$ cat src/rtl/seq_det_arbiter.sv
// seq_det_arbiter: two-requester round-robin arbiter feeding a serial
// pattern detector. A granted word is shifted MSB first through a
// PAT_W-bit history; matches are flagged on det and counted, and the
// count is reported with a one-cycle done pulse at the end of the word.
module seq_det_arbiter #(
  parameter int WORD_W = 8,
  parameter int PAT_W  = 4
) (
  input  logic              clk,
  input  logic              reset,
  input  logic              req0,
  input  logic              req1,
  input  logic [WORD_W-1:0] data0,
  input  logic [WORD_W-1:0] data1,
  input  logic [PAT_W-1:0]  pattern,
  input  logic              overlap,
  output logic              gnt0,
  output logic              gnt1,
  output logic              busy,
  output logic              bit_out,
  output logic              det,
  output logic              done,
  output logic              done_id,
  output logic [2:0]        match_cnt
);

  localparam int FCNT_W = $clog2(PAT_W + 1);
  localparam int BCNT_W = (WORD_W > 1) ? $clog2(WORD_W) : 1;
  localparam logic [BCNT_W-1:0] BCNT_LAST = BCNT_W'(WORD_W - 1);
  localparam logic [FCNT_W-1:0] FCNT_FULL = FCNT_W'(PAT_W);

  typedef enum logic [1:0] {
    IDLE   = 2'd0,
    SHIFT  = 2'd1,
    REPORT = 2'd2
  } state_t;

  state_t state_reg, state_next;

  // Arbitration and word context
  logic              ptr_reg;
  logic              id_reg;
  logic [WORD_W-1:0] word_reg;
  logic [PAT_W-1:0]  pattern_reg;
  logic              overlap_reg;
  logic [BCNT_W-1:0] bcnt_reg;
  logic [1:0]        gnt_reg;

  // Detector state
  logic [PAT_W-1:0]  hist_reg;
  logic [FCNT_W-1:0] fcnt_reg;
  logic [2:0]        mcnt_reg;
  logic              det_reg;
  logic [2:0]        match_cnt_reg;
  logic              done_id_reg;

  // Combinational helpers
  logic              start;
  logic              winner;
  logic [1:0]        lane_win;
  logic [PAT_W-1:0]  hist_shift;
  logic [FCNT_W-1:0] fcnt_inc;
  logic              fill_ok;
  logic              match;
  logic              last_bit;

  // A grant can only be issued from IDLE; with both requesting, the pointer decides.
  always_comb begin
    start  = 1'b0;
    winner = 1'b0;
    if (state_reg == IDLE) begin
      start = req0 | req1;
    end
    if (req0 && req1) begin
      winner = ptr_reg;
    end else begin
      winner = ~req0;
    end
  end

  // Per-requester grant decode
  generate
    for (genvar gi = 0; gi < 2; gi++) begin : g_lane
      assign lane_win[gi] = start && (winner == 1'(gi));
    end
  endgenerate

  // Detector next values for the bit currently on bit_out
  always_comb begin
    hist_shift = {hist_reg[PAT_W-2:0], bit_out};
    if (fcnt_reg == FCNT_FULL) begin
      fcnt_inc = fcnt_reg;
    end else begin
      fcnt_inc = fcnt_reg + 1'b1;
    end
    fill_ok  = (int'(fcnt_reg) + 1) >= PAT_W;
    match    = (state_reg == SHIFT) && (hist_shift == pattern_reg) && fill_ok;
    last_bit = (bcnt_reg == BCNT_LAST);
  end

  // State register
  always_ff @(posedge clk) begin
    if (reset) begin
      state_reg <= IDLE;
    end else begin
      state_reg <= state_next;
    end
  end

  // Next-state logic
  always_comb begin
    state_next = state_reg;
    case (state_reg)
      IDLE:    if (start) state_next = SHIFT;
      SHIFT:   if (last_bit) state_next = REPORT;
      REPORT:  state_next = IDLE;
      default: state_next = IDLE;
    endcase
  end

  // Datapath: latch context at grant, shift and detect during SHIFT
  always_ff @(posedge clk) begin
    if (reset) begin
      ptr_reg       <= 1'b0;
      id_reg        <= 1'b0;
      word_reg      <= '0;
      pattern_reg   <= '0;
      overlap_reg   <= 1'b0;
      bcnt_reg      <= '0;
      gnt_reg       <= '0;
      hist_reg      <= '0;
      fcnt_reg      <= '0;
      mcnt_reg      <= '0;
      det_reg       <= 1'b0;
      match_cnt_reg <= '0;
      done_id_reg   <= 1'b0;
    end else begin
      gnt_reg <= lane_win;
      det_reg <= 1'b0;
      case (state_reg)
        IDLE: begin
          if (start) begin
            ptr_reg       <= ~winner;
            id_reg        <= winner;
            word_reg      <= winner ? data1 : data0;
            pattern_reg   <= pattern;
            overlap_reg   <= overlap;
            bcnt_reg      <= '0;
            hist_reg      <= '0;
            fcnt_reg      <= '0;
            mcnt_reg      <= '0;
            match_cnt_reg <= '0;
          end
        end
        SHIFT: begin
          word_reg <= word_reg << 1;
          bcnt_reg <= bcnt_reg + 1'b1;
          hist_reg <= hist_shift;
          fcnt_reg <= (match && !overlap_reg) ? '0 : fcnt_inc;
          det_reg  <= match;
          mcnt_reg <= mcnt_reg + {2'b00, match};
          if (last_bit) begin
            match_cnt_reg <= mcnt_reg + {2'b00, match};
            done_id_reg   <= id_reg;
          end
        end
        default: begin
        end
      endcase
    end
  end

  assign gnt0      = gnt_reg[0];
  assign gnt1      = gnt_reg[1];
  assign busy      = (state_reg != IDLE);
  assign bit_out   = (state_reg == SHIFT) && word_reg[WORD_W-1];
  assign det       = det_reg;
  assign done      = (state_reg == REPORT);
  assign done_id   = done_id_reg;
  assign match_cnt = match_cnt_reg;

endmodule
$ cat config.mk
export PLATFORM = sky130hd
export DESIGN_NAME = seq_det_arbiter
export DESIGN_NICKNAME = d
export VERILOG_FILES = /design/src/rtl/seq_det_arbiter.sv
export SDC_FILE = /design/constraint.sdc
export NUM_CORES = 1
export LEC_CHECK = 0
export ABC_CLOCK_PERIOD_IN_PS = 2650
export BUFFER_PORTS_ARGS = -buffer_cell sky130_fd_sc_hd__clkbuf_2
export CORE_UTILIZATION = 35
export DETAILED_ROUTE_END_ITERATION = 12
export GPL_TIMING_DRIVEN = 0
export HOLD_SLACK_MARGIN = 0.03
export PLACE_DENSITY = 0.66
export SLEW_MARGIN = 20
export SYNTH_ARGS = -nofsm -noshare
export SYNTH_HDL_FRONTEND = slang
export SYNTH_SLANG_ARGS = --single-unit
$ cat constraint.sdc
create_clock -name clk -period 2.65 [get_ports clk]
set_clock_uncertainty 0.05 [all_clocks]
set_input_delay 0.1325 -clock clk [delete_from_list [all_inputs] [get_ports clk]]
set_output_delay 0.1325 -clock clk [all_outputs]
set_load 0.1 [all_outputs]
# Word level (Yosys, flattened, before mapping)
# Cells that the tools add are included.
dict set report word_totals {
  reg_bits 36
  latchBits 0
  mem_bits_rw 0
  rom_bits 0
  inputBits 25
  out_inout_bits 10
  word_cells 67
  n_memories 0
}
dict set report classes {
  n_addsub 4
  n_mul 0
  div 0
  order_cmp 1
  n_eq_ne 8
  n_shift 0
  mux 18
  n_bitwise 4
  reduce_logical 18
}
# operator n
set ops {}
lappend ops {{one-hot mux 3 bit (2 select lines)} 5}
lappend ops {{two-way mux 8 bit} 2}
lappend ops {{one-hot mux 8 bit (2 select lines)} 1}
lappend ops {{two-way mux 3 bit} 5}
lappend ops {{AND reduction 2 bit} 4}
lappend ops {{logical AND 1 bit} 7}
lappend ops {{adder 3 x 1 -> 3 bit, second input constant} 2}
lappend ops {{equality test 3 bit, second input constant} 2}
lappend ops {{AND reduction 3 bit} 2}
lappend ops {{adder 3 x 1 -> 4 bit, second input constant} 1}
lappend ops {{equality test 4 bit} 1}
lappend ops {{>= comparator 4 x 3 -> 1 bit, second input constant} 1}
lappend ops {{two-way mux 2 bit} 2}
lappend ops {{!= test 2 bit, second input constant} 2}
lappend ops {{one-hot mux 2 bit (2 select lines)} 1}
lappend ops {{nonzero test 2 bit} 2}
lappend ops {{adder 3 x 1 -> 3 bit} 1}
lappend ops {{!= test 3 x 2 -> 1 bit, second input constant} 1}
lappend ops {{inverter 1 bit} 3}
lappend ops {{equality test 2 x 1 -> 1 bit, second input constant} 1}
lappend ops {{equality test 2 bit, second input constant} 1}
lappend ops {{logical NOT 2 bit} 1}
lappend ops {{two-way mux 1 bit} 2}
lappend ops {{OR reduction 2 bit} 1}
lappend ops {{2 further kinds} 2}

# Logic depth before layout (Yosys ltp)
# Gate-level depths: netlist (run 1).
dict set report logic_depth {
  word_depth 8
  ltp_mapped 11
  ltp_nobuf 11
}

# Least setup slack after synthesis (run 1)
# Ideal clock, no wire load.
dict set report synth_path {
  path_type {reg-to-output}
  start {reg state_reg[1]}
  end {out done}
  arrival_ps 1744
  setup_slack_ps 724
  stages_incl_launch_ff 2
  n_path_buf 0
  cell_sequence {dfxtp_1 nor2b_1}
}
dict set report synth_between {
  elab_chain_len 1
}
# item line
set synth_rtl {}
lappend synth_rtl {{start, declared} 38} ;# state_t state_reg, state_next;
lappend synth_rtl {{start signal, assigned} 106} ;# state_reg <= state_next;
lappend synth_rtl {{equality test 2 bit} 178} ;# assign done = (state_reg == REPORT);
lappend synth_rtl {{end, declared} 22} ;# output logic done,
# Every way passes these cells.

# Worst setup path after layout (run 1)
dict set report layout_path {
  start {reg fcnt_reg[0]}
  end {reg match_cnt_reg[2] (netlist: match_cnt[2])}
}
dict set report layout_between {
  elab_chain_len 6
}
# item line
set layout_rtl {}
lappend layout_rtl {{start, declared} 51} ;# logic [FCNT_W-1:0] fcnt_reg;
lappend layout_rtl {{start signal, assigned} 159} ;# fcnt_reg <= (match && !overlap_reg) ? '0 : fcnt_inc;
lappend layout_rtl {{adder 3 x 1 -> 4 bit} 96} ;# fill_ok = (int'(fcnt_reg) + 1) >= PAT_W;
lappend layout_rtl {{>= comparator 4 x 3 -> 1 bit} 96}
lappend layout_rtl {{logical AND 1 bit} 97} ;# match = (state_reg == SHIFT) && (hist_shift == pattern_reg) && fill_ok;
lappend layout_rtl {{named net match} 64} ;# logic match;
lappend layout_rtl {{adder 3 x 1 -> 3 bit} 163} ;# match_cnt_reg <= mcnt_reg + {2'b00, match};
lappend layout_rtl {{two-way mux 3 bit} 162} ;# if (last_bit) begin
lappend layout_rtl {{one-hot mux 3 bit (2 select lines)} 140} ;# case (state_reg)
lappend layout_rtl {{end signal, assigned} 163}
lappend layout_rtl {{end, declared} 54} ;# logic [2:0] match_cnt_reg;
# The timed path passes the listed nets, and every way through them passes these cells. The select of a mux whose other input is x is not followed.
# A chain may end at the register's enable or synchronous reset.

==> impl_metrics.sql, run 1 <==
INSERT INTO impl_metrics (metric_group, metric, value, unit) VALUES
('floorplan', 'coreArea', '4140', 'µm²'),
('worst_setup_path', 'critical_path.reg2reg.startpoint', 'fcnt_reg[0]$_SDFFE_PP0P_', ''),
('worst_setup_path', 'r2r_cell_count', '11', ''),
('global_routing', 'grt_antenna_before_repair', '0', ''),
('placed_design', 'hpwl_after_dpl', '2420', 'µm'),
('power_and_ir_drop', 'cellLeakagePower', '0.000829', 'µW'),
('run', 'maxCapViolCount', '0', ''),
('cts', 'htreeDepth', '2', ''),
('worst_setup_path', 'r2r_setup_slk', '0.50', 'ns'),
('cts', 'worst_setup_hold_path_clk_slew', '0.08', 'ns'),
('power_and_ir_drop', 'combPwrFrac', '0.125', ''),
('power_and_ir_drop', 'share_seq_of_total_power', '0.478', ''),
('cts', 'tritoncts.num_buffers', '5', ''),
('global_routing', 'wire_length_of_the_first_global_routing_pass', '5510', 'µm'),
('cts', 'clk-insertion-delay-late', '0.29', 'ns'),
('synth', 'synth_area_leaders', 'dfxtp_1 (46%), a22oi_1 (9.1%), a21oi_1 (6.4%), nor2_1 (5.3%), ha_1 (4.8%)', ''),
('synth', 'synth_cell_type_count', '37', ''),
('drt', 'viasPerCell', '5.01', ''),
('power_and_ir_drop', 'netSwitchingFraction', '0.257', ''),
('synth', 'post-synth-top-area-fraction', '0.460', ''),
('cts', 'cts_num_sinks', '36', ''),
('timing', 'post-route-period-util', '0.811', ''),
('min_path', 'worst_hold_startpoint', 'data0[3]', ''),
('floorplan', 'die-area', '4740', 'µm²'),
('floorplan', 'num_io_pins', '35', ''),
('finish', 'finish.net_count', '251', ''),
('global_routing', 'grt_start_max_net_pins', '13', ''),
('finish', 'stdcell_area', '1960', 'µm²'),
('worst_setup_path', 'timing.critical_path.required', '2.76', 'ns'),
('floorplan', 'die_height', '68.9', 'µm'),
('synth', 'yosys_register_bits', '36', ''),
('finish', 'areaGrowthSynthToFinish', '25.5', '%'),
('worst_setup_path', 'criticalPathCategory', 'reg -> reg', ''),
('timing', 'min_period', '2.15', 'ns'),
('power_and_ir_drop', 'switching_power', '313', 'µW'),
('synth', 'yosys-top-cells-count', 'dfxtp_1 (36), nor2_1 (22), a21oi_1 (20)', ''),
('timing', 'slew_headroom', '0.636', ''),
('synth', 'synth_top_cell_by_area', 'dfxtp_1', ''),
('finish', 'final_layout_size_suffix_gt1_frac', '0.235', ''),
('min_path', 'holdCritPathClass', 'in -> reg', ''),
('drt', 'routedWlPerCell', '12.8', 'µm'),
('cts', 'cts.root.buffer_cell', 'clkbuf_8', ''),
('timing', 'fmax', '465', 'MHz'),
('placed_design', 'place_inst', '257', ''),
('min_path', 'min_delay_path_depth', '3', ''),
('worst_setup_path', 'arrival_time_of_the_worst_setup_path', '2.26', 'ns'),
('global_routing', 'grt.met3_usage', '0.0493', ''),
('synth', 'dominantRegCellSynth', 'dfxtp_1', ''),
('finish', 'nFillCells', '431', ''),
('synth', 'edff_count_synth', '0', ''),
('floorplan', 'floorplan.initialDensity', '0.378', ''),
('timing', 'final-setup-viol-count', '0', ''),
('global_routing', 'grt.overflow.total', '0', ''),
('synth', 'synth-seq-area-share', '0.460', ''),
('finish', 'layout.cells.non_filler', '271', ''),
('floorplan', 'std_cell_rows', '23', ''),
('cts', 'max_root_sink_buffers', '2', ''),
('timing', 'hold_viol_final', '0', ''),
('synth', 'synth_net_count', '205', ''),
('drt', 'postRouteAntennaNets', '0', ''),
('power_and_ir_drop', 'pd_cells', '619', 'nW/µm²'),
('power_and_ir_drop', 'internal_power', '903', 'µW'),
('placed_design', 'place.gp.congestion', '0.741', ''),
('power_and_ir_drop', 'peakVddDrop', '0.000299', 'V'),
('drt', 'drt-total-wl', '3460', 'µm'),
('cts', 'clock_tree_from_tritoncts', 'done', ''),
('global_routing', 'grt_use_total', '0.165', ''),
('floorplan', 'fp.dieW', '68.9', 'µm'),
('cts', 'post_cts_hold_buffer_count', '6', ''),
('outcome', 'outcome', 'completed', ''),
('timing', 'worst_pin_slew', '0.546', 'ns');
-- critical path, cell delays in order, from the launching register on --
cell,delay [ns]
dfxtp_1,0.43
ha_1,0.28
nor2_1,0.08
a211oi_2,0.21
nand3_1,0.14
nor2_1,0.11
ha_1,0.16
ha_1,0.20
xnor2_1,0.14
nor2_1,0.06
a21oi_1,0.11
nor2_1,0.05
-- area by class of cell --
| cell class | count | area (µm²) | area share |
|---|---|---|---|
| Buffer | 10 | 61.3 | 0.0312 |
| Tap cell | 50 | 62.6 | 0.0318 |
| Timing Repair Buffer | 39 | 225 | 0.115 |
| Multi-Input combinational cell | 123 | 764 | 0.389 |
| Inverter | 5 | 18.8 | 0.00955 |
| Sequential cell | 36 | 721 | 0.367 |
| Clock inverter | 3 | 42.5 | 0.0217 |
| Clock buffer | 5 | 68.8 | 0.0350 |
-- power by group through the flow --
stage,combinational (µW),clock [µW],sequential (µW)
final,152,483,581
after global routing,169,521,583
after CTS,152,494,581
after detailed placement,145,0,593
after global placement,144,0,592
after floorplan,94.7,0,599
-- worst max path at each step --
stage	start	slack, ns	endpoint	depth (start not counted)
floorplan	state_reg[1]$_SDFFE_PP0P_	0.72	done	1
global placement	fcnt_reg[0]$_SDFFE_PP0P_	0.60	match_cnt[2]$_SDFFE_PP0P_	11
detailed placement	fcnt_reg[0]$_SDFFE_PP0P_	0.59	match_cnt[2]$_SDFFE_PP0P_	11
CTS	fcnt_reg[0]$_SDFFE_PP0P_	0.50	match_cnt[2]$_SDFFE_PP0P_	11
global route	fcnt_reg[0]$_SDFFE_PP0P_	0.28	match_cnt[2]$_SDFFE_PP0P_	11
finish	fcnt_reg[0]$_SDFFE_PP0P_	0.50	match_cnt[2]$_SDFFE_PP0P_	11
-- stage by stage --
step / util / worst slack (ns)
floorplan: - / 0.724
global placement: 0.433 / 0.599
detailed placement: 0.433 / 0.586
CTS: 0.474 / 0.501
global route: 0.474 / 0.276
finish: 0.474 / 0.501
-- per-layer routing --
layer,part of all wire,vias up
met5,0,-
met4,0.023,0
met3,0.028,6
met2,0.45,23
met1,0.50,608
li1,-,720
-- kinds of logic (layout without fill, tap and decap cells) --
group	after synthesis	in the layout	share of synthesized area
adders and majority gates	6	6	0.0480
xor gates and xnor gates	5	5	0.0280
DFF	36	36	0.460
buffers and inverters	15	62	0.0512
and+or+nand+nor	56	56	0.163
AOI/OAI and AO/OA	56	56	0.249
-- cells in the final DEF, fill, tap and decap left out, types with 2 or more instances in the layout --
cell type	netlist	layout
inv_1	5	5
buf_2	4	4
buf_6	2	2
clkbuf_2	0	33
clkbuf_1	3	3
nor3_1	3	3
nand3_1	2	2
nand2_1	15	15
o21ai_0	2	2
xor2_1	3	3
xnor2_1	2	2
dlygate4sd3_1	0	6
clkbuf_8	0	5
dfxtp_1	36	36
a211oi_1	2	2
a21oi_1	20	20
nor2b_1	4	4
ha_1	6	6
a22oi_1	19	19
nand2b_1	3	3
and2_1	2	2
nor2_1	22	22
a32oi_1	2	2
Note: power is estimated with default switching activity, not from simulation.
==> inputs of run 2 (changes only) <==
ABC_CLOCK_PERIOD_IN_PS = 2200   (was 2650)
clock period = 2.2 ns   (was 2.65 ns; I/O delays follow)
==> run 2 against run 1 <==
Cell area is 1.3% higher. Setup slack worse by 0.31 ns. Sequential power rose by 20%. First-iteration DRC count is 16% lower. Total power increased by 20%. Core utilization rose by 0.60 points. Critical path depth unchanged. Wire length increased by 0.32%.
==> impl_metrics.sql, run 2 (synthesis gave the netlist of run 1 again) <==
INSERT INTO impl_metrics (metric_group, metric, value, unit) VALUES
('outcome', 'outcome', 'completed', ''),
('drt', 'vias_after_detailed_routing', '1366', ''),
('worst_setup_path', 'critical_path.reg2reg.startpoint', 'fcnt_reg[0]$_SDFFE_PP0P_', ''),
('placed_design', 'port_buffers', '33', ''),
('finish', 'layout_commonest_cell', 'dfxtp_1', ''),
('finish', 'nFillCells', '430', ''),
('cts', 'tritoncts.num_buffers', '5', ''),
('global_routing', 'grt_use_total', '0.165', ''),
('drt', 'postRouteAntennaNets', '0', ''),
('finish', 'final_layout_size_suffix_gt1_frac', '0.252', ''),
('timing', 'slew_viol_final', '0', ''),
('drt', 'drt_pass1_iterations', '4', ''),
('min_path', 'hold_end', 'word_reg[3]$_SDFFE_PP0P_', ''),
('timing', 'rsz0062_at_grt', 'false', ''),
('finish', 'finish.net_count', '252', ''),
('cts', 'max_root_sink_buffers', '2', ''),
('cts', 'clk-insertion-delay-late', '0.29', 'ns'),
('worst_setup_path', 'timing.critical_path.required', '2.31', 'ns'),
('global_routing', 'grt_start_max_net_pins', '13', ''),
('cts', 'clock_tree_from_tritoncts', 'done', ''),
('finish', 'largest_register_ff_count', '8', ''),
('placed_design', 'place.gp.congestion', '0.741', ''),
('finish', 'n_antenna_cell', '0', ''),
('drt', 'viasPerCell', '5.02', ''),
('global_routing', 'grt_antenna_before_repair', '0', ''),
('floorplan', 'num_io_pins', '35', ''),
('min_path', 'min_delay_path_depth', '3', ''),
('min_path', 'worst_hold_startpoint', 'data0[3]', ''),
('worst_setup_path', 'r2r_setup_slk', '0.19', 'ns'),
('worst_setup_path', 'arrival_time_of_the_worst_setup_path', '2.12', 'ns'),
('timing', 'final.hold.worst_slack', '0.0453', 'ns'),
('drt', 'drt-total-wl', '3470', 'µm'),
('timing', 'slew_headroom', '0.637', ''),
('worst_setup_path', 'path_max_fanout', '5', ''),
('power_and_ir_drop', 'cellLeakagePower', '0.000833', 'µW'),
('finish', 'areaGrowthSynthToFinish', '27.1', '%'),
('min_path', 'holdCritPathClass', 'in -> reg', ''),
('floorplan', 'coreArea', '4140', 'µm²'),
('timing', 'worst_pin_slew', '0.545', 'ns'),
('cts', 'htreeDepth', '2', ''),
('worst_setup_path', 'crit-reg2reg-capture', 'match_cnt[2]$_SDFFE_PP0P_', ''),
('worst_setup_path', 'r2r_cell_count', '11', ''),
('timing', 'hold_viol_final', '0', ''),
('drt', 'route.detailed.drc', '0', ''),
('worst_setup_path', 'criticalPathCategory', 'reg -> reg', ''),
('power_and_ir_drop', 'peakVddDrop', '0.000360', 'V'),
('cts', 'cts_num_sinks', '36', ''),
('worst_setup_path', 'worstSetupEndpointType', 'register', ''),
('power_and_ir_drop', 'pd_cells', '736', 'nW/µm²'),
('timing', 'post-route-period-util', '0.914', ''),
('finish', 'regArea', '726', 'µm²'),
('timing', 'final-setup-viol-count', '0', ''),
('run', 'maxCapViolCount', '0', ''),
('cts', 'cts.root.buffer_cell', 'clkbuf_8', ''),
('worst_setup_path', 'worst_setup_path_start_kind', 'register', ''),
('floorplan', 'fp.dieW', '68.9', 'µm'),
('global_routing', 'grt.overflow.total', '0', ''),
('drt', 'detailedRoute.firstIterationViolations', '94', ''),
('timing', 'setup-tns-final', '0', 'ns'),
('timing', 'min_period', '2.01', 'ns'),
('floorplan', 'die-area', '4740', 'µm²'),
('placed_design', 'hpwl_after_dpl', '2420', 'µm'),
('floorplan', 'floorplan.initialDensity', '0.378', ''),
('finish', 'multiInputGateArea', '777', 'µm²'),
('timing', 'fmax', '497', 'MHz'),
('finish', 'layout.cells.most_common_list', 'dfxtp_1 (34), clkbuf_2 (33), nor2_1 (22)', ''),
('floorplan', 'die_height', '68.9', 'µm'),
('floorplan', 'std_cell_rows', '23', ''),
('global_routing', 'wire_length_of_the_first_global_routing_pass', '5510', 'µm'),
('drt', 'routedWlPerCell', '12.8', 'µm'),
('cts', 'worst_setup_hold_path_clk_slew', '0.08', 'ns'),
('global_routing', 'first_global_vias', '1208', '');
run 2: worst max-delay path, cell delays in order (launching register included):
cell      delay, ns
dfxtp_4        0.39
ha_4           0.16
nor2_1         0.06
a211oi_2       0.25
nand3_1        0.15
nor2_1         0.11
ha_1           0.16
ha_1           0.20
xnor2_1        0.14
nor2_1         0.06
a21oi_1        0.11
nor2_1         0.05
run 2: stage by stage:
step / cell area, µm² / total power (µW) / instances / setup slack [ns] / util
2_1_floorplan: 1570 / 836 / 174 / 0.296 / -
3_3_place_gp: 1790 / 886 / 257 / 0.149 / 0.433
3_5_place_dp: 1790 / 889 / 257 / 0.136 / 0.433
4_1_cts: 1960 / 1480 / 271 / 0.0511 / 0.474
5_1_grt: 1990 / 1530 / 272 / 0.0164 / 0.480
6_report: 1990 / 1460 / 272 / 0.190 / 0.480
run 2: routing by layer:
metal,share of wire,track usage
met1,0.50,0.216
met2,0.45,0.242
met3,0.031,0.0493
met4,0.023,0.0918
met5,0,0
run 2: report_power, final:
part	switching (µW)	leakage, µW	internal (µW)
combinational	110	0.000483	73.4
sequential	20.9	0.000295	679
clock	245	0.0000541	335
total	376	0.000833	1090
run 2: how the worst max path moves through the flow:
| stage | startpoint | endpoint |
|---|---|---|
| after global placement | fcnt_reg[0]$_SDFFE_PP0P_ | match_cnt[2]$_SDFFE_PP0P_ |
| after CTS | fcnt_reg[0]$_SDFFE_PP0P_ | match_cnt[2]$_SDFFE_PP0P_ |
| after detailed placement | fcnt_reg[0]$_SDFFE_PP0P_ | match_cnt[2]$_SDFFE_PP0P_ |
| final | fcnt_reg[0]$_SDFFE_PP0P_ | match_cnt[2]$_SDFFE_PP0P_ |
| after global routing | fcnt_reg[0]$_SDFFE_PP0P_ | match_cnt[2]$_SDFFE_PP0P_ |
| after floorplan | state_reg[1]$_SDFFE_PP0P_ | done |
run 2: timing repair:
action / 4_1_cts / 5_1_grt
setup endpoints to repair: 0 / 4
gates resized for setup: 0 / 5
hold buffers: 6 / 0
buffers inserted: 0 / 1
endpoints found under the hold margin: 9 / 0
run 2: layout make-up:
class | count | share of cell area
Buffer | 10 | 0.0308
Tap cell | 50 | 0.0314
Sequential cell | 36 | 0.365
Multi-Input combinational cell | 123 | 0.391
Inverter | 5 | 0.00943
Clock inverter | 3 | 0.0214
Timing Repair Buffer | 40 | 0.117
Clock buffer | 5 | 0.0346
